<file path="src/rtl/muldiv_unit.sv">
// Multi-cycle multiply/divide unit: radix-2 shift-add multiply and restoring divide,
// one bit per clock, with a start/done handshake and error shortcuts.
module muldiv_unit #(
  parameter int WIDTH = 16,
  parameter int CNT_W = 5
) (
  input  logic             clock,
  input  logic             reset,
  input  logic             start,
  input  logic [1:0]       op,
  input  logic [WIDTH-1:0] operand_a,
  input  logic [WIDTH-1:0] operand_b,
  output logic             busy,
  output logic             done,
  output logic [WIDTH:0]   hi_ans,
  output logic [WIDTH:0]   lo_ans,
  output logic             div_by_zero
);

  typedef enum logic [1:0] {IDLE, CALC, FIX, DONE} state_t;

  state_t               state;
  logic [2*WIDTH:0]     acc;
  logic [WIDTH-1:0]     m_r;
  logic [CNT_W-1:0]     cnt;
  logic                 is_div;
  logic                 neg_r;

  logic [WIDTH-1:0]     mag_a;
  logic [WIDTH-1:0]     mag_b;
  logic [WIDTH-1:0]     load_m;
  logic [WIDTH-1:0]     load_lo;
  logic [WIDTH:0]       mul_sum;
  logic [2*WIDTH:0]     mul_next;
  logic [2*WIDTH:0]     div_shift;
  logic [WIDTH:0]       div_diff;
  logic [2*WIDTH:0]     div_next;
  logic [2*WIDTH-1:0]   fix_val;

  always_comb begin
    mag_a = operand_a[WIDTH-1] ? -operand_a : operand_a;
    mag_b = operand_b[WIDTH-1] ? -operand_b : operand_b;
    // Multiplicand in m_r and multiplier in acc low half; divisor in m_r and dividend in acc.
    case (op)
      2'b01:   begin load_m = mag_a;     load_lo = mag_b;     end
      2'b10:   begin load_m = operand_b; load_lo = operand_a; end
      default: begin load_m = operand_a; load_lo = operand_b; end
    endcase
  end

  always_comb begin
    mul_sum  = {1'b0, acc[2*WIDTH-1:WIDTH]} + {1'b0, m_r};
    mul_next = acc[0] ? {1'b0, mul_sum, acc[WIDTH-1:1]} : (acc >> 1);

    // Restoring step: shift partial remainder left, subtract divisor if it fits.
    div_shift = {acc[2*WIDTH-1:0], 1'b0};
    div_diff  = div_shift[2*WIDTH:WIDTH] - {1'b0, m_r};
    if (div_shift[2*WIDTH:WIDTH] >= {1'b0, m_r})
      div_next = {div_diff, div_shift[WIDTH-1:1], 1'b1};
    else
      div_next = div_shift;

    fix_val = neg_r ? -acc[2*WIDTH-1:0] : acc[2*WIDTH-1:0];
  end

  always_ff @(posedge clock) begin
    if (reset) begin
      state       <= IDLE;
      acc         <= '0;
      m_r         <= '0;
      cnt         <= '0;
      is_div      <= 1'b0;
      neg_r       <= 1'b0;
      busy        <= 1'b0;
      done        <= 1'b0;
      hi_ans      <= '0;
      lo_ans      <= '0;
      div_by_zero <= 1'b0;
    end else begin
      case (state)
        IDLE, DONE: begin
          if (start) begin
            if (op == 2'b11) begin
              state       <= DONE;
              done        <= 1'b1;
              busy        <= 1'b0;
              hi_ans      <= {1'b1, {WIDTH{1'b0}}};
              lo_ans      <= '0;
              div_by_zero <= 1'b0;
            end else if (op == 2'b10 && operand_b == '0) begin
              state       <= DONE;
              done        <= 1'b1;
              busy        <= 1'b0;
              hi_ans      <= {1'b1, operand_a};
              lo_ans      <= {1'b0, {WIDTH{1'b1}}};
              div_by_zero <= 1'b1;
            end else begin
              state       <= CALC;
              busy        <= 1'b1;
              done        <= 1'b0;
              div_by_zero <= 1'b0;
              cnt         <= '0;
              is_div      <= op[1];
              neg_r       <= (op == 2'b01) && (operand_a[WIDTH-1] ^ operand_b[WIDTH-1]);
              m_r         <= load_m;
              acc         <= {{(WIDTH+1){1'b0}}, load_lo};
            end
          end else begin
            state <= IDLE;
            done  <= 1'b0;
          end
        end
        CALC: begin
          acc <= is_div ? div_next : mul_next;
          if (cnt == CNT_W'(WIDTH-1))
            state <= FIX;
          else
            cnt <= cnt + 1'b1;
        end
        FIX: begin
          state  <= DONE;
          busy   <= 1'b0;
          done   <= 1'b1;
          hi_ans <= {1'b0, fix_val[2*WIDTH-1:WIDTH]};
          lo_ans <= {1'b0, fix_val[WIDTH-1:0]};
        end
        default: state <= IDLE;
      endcase
    end
  end

endmodule

</file>
<file path="config.mk">
export PLATFORM = sky130hd
export DESIGN_NAME = muldiv_unit
export DESIGN_NICKNAME = d
export VERILOG_FILES = /design/src/rtl/muldiv_unit.sv
export SDC_FILE = /design/constraint.sdc
export NUM_CORES = 1
export LEC_CHECK = 0
export CAP_MARGIN = 20
export CORE_MARGIN = 2
export CORE_UTILIZATION = 54
export CTS_CLUSTER_DIAMETER = 60
export DETAILED_ROUTE_END_ITERATION = 12
export PLACE_DENSITY_LB_ADDON = 0.2
export SLEW_MARGIN = 20
export SYNTH_ARGS = -nofsm -noshare
export SYNTH_HDL_FRONTEND = slang
export SYNTH_SLANG_ARGS = --single-unit
</file>
<file path="constraint.sdc">
create_clock -name clock -period 2.47 [get_ports clock]
set_input_delay 0.494 -clock clock [delete_from_list [all_inputs] [get_ports clock]]
set_output_delay 0.494 -clock clock [all_outputs]
set_load 0.02 [all_outputs]
</file>
==> out/results.ini, run 1 <==
[sta]
min_period_ps = 2490
hold_viol_final = 0
fin_skew_ps = 10.9
fin_crit_sh = 1.01
tightest_slew_ps = 950
setup_violations = 1
slew_violations = 0
slew_headroom = 0.366
holdWs_ps = 471
layout_setup_ws_ps = -15.1
rsz0062_at_grt = true
clock.fmax_mhz = 402

[synth]
synth-edff-count = 0
syn_area_mm2 = 0.00804
postSynthAreaPerCell_um2 = 7.54
seq_area_frac_synth = 0.234
synth_top_cell_by_area = dfxtp_1
syn_nets = 1149
synth_flop_cell = dfxtp_1
yosysWarnings = 0
async_flop_share = 0
synth_cells = 1067
ys_ff_latch = 94
ys_top_cells_by_area = dfxtp_1 23%, ha_1 6.7%, nor2_1 5.5%
synth_cell_types = 79
netlist.area_leader.share = 0.234

[placed_design]
port-buffer-count = 72
place_hpwl_um = 22200
gp_congestion = 0.970

[global_route]
grt_usage = 0.372
antenna_found_initial = 1
grt_pass1_vias = 9208
overflow = 0
grt_first_pass_wirelength_um = 47800
grt_max_degree = 61

[die]
die_h_um = 126
ioPinCount = 74
initial_core_util = 0.553
rows = 44
die_area_mm2 = 0.0159
die_width_um = 126
coreArea_mm2 = 0.0145

[cells_and_area]
register_area_mm2 = 0.00190
insertedDiodeCount = 0
syn_to_final_growth_pct = 46.6
drive_above_1_share = 0.328
nets = 1408
layout_commonest_cell = buf_4
fill_cells = 918
final_cell_mix = 237 x buf_4, 114 x nor2_1, 85 x dfxtp_1
multi_input_area_mm2 = 0.00639

[setup_path]
timing.rr.end = acc[30]
required_ps = 2700
reg2reg_depth = 10
r2r_setup_slack_ps = 10
end_kind = flip-flop
cp.arrival_ps = 2710
r2r-start = acc[17]
cp_max_fo = 5
crit_type = in -> reg
cp-start-kind = primary input

[clock_network]
clk-insertion-delay-late_ps = 360
clkSlewWorstSetupHoldPaths_ps = 80
cts.sinks = 94
cts_hold_buf = 0
h-tree-depth = 3
cts_buffer_depth = 2
cts_tree = done
numCtsBuffers = 9
cts-root-buf = clkbuf_16

[status]
outcome = finished with violations
failed_checks = negative setup slack

[route]
avgRoutedWirePerCell_um = 21.1
routed_wirelength_um = 31900
ant_nets = 0
drc_errors = 0
via_per_inst = 6.63
drt-initial-drc-count = 1350
dr.pass1.iters = 8
vias = 10051

[power]
p_per_area_mw_per_mm2 = 1000
power.total_mw = 11.8
ir_drop_mv = 0.525
leakagePower_nw = 4.99

[worst_hold_path]
hp-start = lo_ans[15]
hold_end = lo_ans[15]
hold_path_class = reg -> reg
holdPathStages = 2

[run]
max_cap_viol_count = 0

[routing by layer]
| metal | vias to the layer above | share of wire | global-route usage |
|---|---|---|---|
| li1 | 4529 | - | - |
| met1 | 4682 | 0.39 | 0.499 |
| met2 | 707 | 0.44 | 0.577 |
| met3 | 133 | 0.12 | 0.0909 |
| met4 | 0 | 0.042 | 0.144 |
| met5 | - | 0 | 0 |
[cells in the mapped netlist (26+ instances only)]
cell type / n
a211oi_1: 55
a21oi_1: 71
clkbuf_1: 66
dfxtp_1: 94
ha_1: 43
inv_1: 49
nand2_1: 83
nor2_1: 118
nor3_1: 37
o21ai_0: 66
xnor2_1: 27
xor2_1: 26
[worst max path at each step]
stage / depth (start not counted) / from / endpoint / slack [ps]
3_5_place_dp: 10 / operand_b[1] / hi_ans[9] / -700
3_3_place_gp: 10 / operand_b[1] / hi_ans[9] / -670
6_report: 12 / operand_b[15] / lo_ans[11] / -20
4_1_cts: 10 / acc[16] / acc[29] / -30
5_1_grt: 10 / acc[17] / acc[30] / -100
2_1_floorplan: 7 / operand_a[4] / m_r[13] / -120
[power breakdown]
| group | total, mW | switching [mW] | leakage, nW | internal, mW |
|---|---|---|---|---|
| Sequential | 2.31 | 0.371 | 0.772 | 1.93 |
| Clock | 1.48 | 0.677 | 0.148 | 0.803 |
| Combinational | 8.00 | 4.44 | 4.07 | 3.56 |
| Total | 11.8 | 5.49 | 4.99 | 6.30 |
[what timing repair did]
action,CTS,global route
gates resized for setup,112,107
setup endpoints to repair,91,73
gates cloned,3,0
buffers inserted,10,11
pin swaps,32,49
[final cells by class]
type,count,area share
clock inverter,6,0.00626
sequential,94,0.161
timing repair buffer,329,0.235
multi-input combinational,843,0.542
clock buffer,10,0.0194
inverter,49,0.0169
tap,184,0.0195
[cell families (layout without fill, tap and decap cells)]
group	Yosys count	after routing	synth area share
DFF	94	94	0.234
other	1	1	0.000466
xor gates and xnor gates	53	53	0.0577
AOI/OAI and AO/OA	372	372	0.325
and+or+nand+nor	338	338	0.202
buffers and inverters	130	394	0.0655
muxes	34	34	0.0437
adders and majority gates	45	45	0.0719
[critical path: stages]
cell,delay (ps)
clkdlybuf4s50_1,480
inv_1,60
and3_1,190
buf_4,140
a21o_1,190
buf_4,150
a31oi_4,300
clkbuf_16,200
clkbuf_4,170
a211oi_2,50
a21oi_1,220
nor2_1,70
[state kept, by name (all words and copies together) (netlist names)]
signal	flops
div_by_zero	1
cnt	5
neg_r	1
busy	1
lo_ans	16
is_div	1
hi_ans	17
done	1
state	2
acc	33
m_r	16
[per-stage QoR]
| step | setup WS (ps) | TNS (ps) | cells | utilization | cell area [um^2] |
|---|---|---|---|---|---|
| CTS | -33.1 | -81.2 | 1504 | 0.776 | 11300 |
| detailed placement | -698 | -54590 | 1475 | 0.723 | 10500 |
| floorplan | -119 | -158 | 1067 | - | 8090 |
| global route | -99.0 | -566 | 1515 | 0.811 | 11800 |
| global placement | -666 | -49880 | 1475 | 0.723 | 10500 |
| finish | -15.1 | -15.1 | 1515 | 0.811 | 11800 |
(Power assumes the default switching activity.)
==> inputs of run 2 (changes only) <==
CORE_ASPECT_RATIO = 0.75   (was not set)
==> run 2 against run 1 <==
Compared with the run above: the flow still finishes with violations (negative setup slack); power up 6.0%; first-iteration DRC count up 48%; combinational power up 9.7%; routed wire length up 13%; worst hold slack worse by 9.2 ps; global-route usage up 4.5 points; fmax down 1.2%; utilization up 3.0 points; non-clock buffer count up 13; sequential cell count unchanged; final cell count up 2.0%; critical path type unchanged.
==> out/results.ini, run 2 (synthesis results as in run 1) <==
[setup_path]
cp_top_family = buffers and inverters
path_buf_inv = 5
end_kind = flip-flop
crit_type = in -> reg
cp.arrival_ps = 2740
cp-start-kind = primary input
crit_chain = clkdlybuf4s50_1 -> inv_1 -> ha_4 -> buf_6 -> nor2b_1 -> buf_4 -> buf_4 -> a22oi_1 -> o21ai_0 -> nor2_1 -> a211oi_1
cp_max_fo = 12
required_ps = 2700
cpPeakStageDelay_ps = 510
crit_top_cell = buf_4
slowest_stage = clkdlybuf4s50_1

[route]
avgRoutedWirePerCell_um = 23.5
vias = 10743
dr.pass1.iters = 8
drt-initial-drc-count = 1998
drc_errors = 0
via_per_inst = 6.95
ant_nets = 0
routed_wirelength_um = 36200

[cells_and_area]
registers.top_by_ff_count = acc
design_area_mm2 = 0.0122
utilization = 0.841
reg_top3 = acc (33), hi_ans (17)
insertedDiodeCount = 0
multi_input_area_mm2 = 0.00655
register_area_mm2 = 0.00189
final_cell_mix = 235 x buf_4, 113 x nor2_1, 86 x dfxtp_1
drive_above_1_share = 0.345
syn_to_final_growth_pct = 51.6
largest_reg_flops = 33
fill_cells = 820
nets = 1422
layout_commonest_cell = buf_4

[die]
coreArea_mm2 = 0.0145
rows = 38
die_width_um = 145
ioPinCount = 74
die_area_mm2 = 0.0159
die_h_um = 110
initial_core_util = 0.555

[sta]
slew_violations = 0
slew_headroom = 0.436
hold_viol_final = 0
rsz0062_at_grt = true
layout_setup_ws_ps = -46.0
clock.fmax_mhz = 397
setup_violations = 9
min_period_ps = 2520
setup_tns_ps = -250
fin_skew_ps = 12.4
tightest_slew_ps = 845
fin_crit_sh = 1.02

[power]
ir_drop_mv = 0.628
leakagePower_nw = 5.11
p_per_area_mw_per_mm2 = 1020
power.total_mw = 12.5

[status]
failed_checks = negative setup slack
outcome = finished with violations

[placed_design]
place_area_mm2 = 0.0106
port-buffer-count = 72
pre_cts_ws_ps = -802
place_hpwl_um = 23100
gp_congestion = 1.02

[global_route]
antenna_found_initial = 0
grt_usage = 0.417
grt_first_pass_wirelength_um = 52300
grt_max_degree = 59
grt_pass1_vias = 9756
overflow = 0

[clock_network]
cts_hold_buf = 0
cts_buffer_depth = 2
cts_tree = done
cts-root-buf = clkbuf_16
clkSlewWorstSetupHoldPaths_ps = 80
h-tree-depth = 3
numCtsBuffers = 9
cts.sinks = 94
clk-insertion-delay-late_ps = 370

[worst_hold_path]
hold_path_class = reg -> reg

[run]
max_cap_viol_count = 0

[run 2: stage by stage]
stage / cells / hold WS (ps)
after floorplan: 1067 / 445
after global placement: 1495 / 444
after detailed placement: 1495 / 454
after CTS: 1534 / 464
after global routing: 1545 / 493
final: 1545 / 462
[run 2: layer usage]
metal,track usage,part of all wire
met2,0.636,0.41
met3,0.151,0.16
met4,0.138,0.054
met1,0.550,0.37
met5,0,0
[run 2: final timing paths]
kind | to | depth (start not counted) | startpoint | slack (ps)
max reg2reg | acc[28] | 11 | acc[17] | -40
max | m_r[9] | 11 | op[0] | -50
min | lo_ans[15] | 2 | lo_ans[15] | 460
min reg2reg | lo_ans[15] | 2 | lo_ans[15] | 460
[run 2: power breakdown]
part	switching, mW	internal, mW
clock	0.730	0.720
sequential	0.328	1.93
combinational	4.94	3.84
total	6.00	6.49
[run 2: area by class of cell]
class                      instances  area share
multi-input combinational        844       0.537
timing repair buffer             342       0.247
sequential                        94       0.155
tap                              200      0.0205
clock buffer                       9      0.0185
inverter                          49      0.0163
clock inverter                     7     0.00616
[run 2: timing repair]
item                       in CTS  in global routing
setup endpoints to repair      92                 67
setup buffers                  20                 11
gates resized for setup       139                122
cloned                          4                  1
pin swaps                      43                 58
[run 2: worst reg2reg max path: stages (launching register included)]
cell      delay, ps
dfxtp_1         340
buf_4           160
ha_1            310
a211oi_2         80
o211ai_1        420
nand2_2         100
buf_4           170
o31ai_4         190
buf_4           150
xnor2_1         120
o21ai_1         100
a32o_2          250
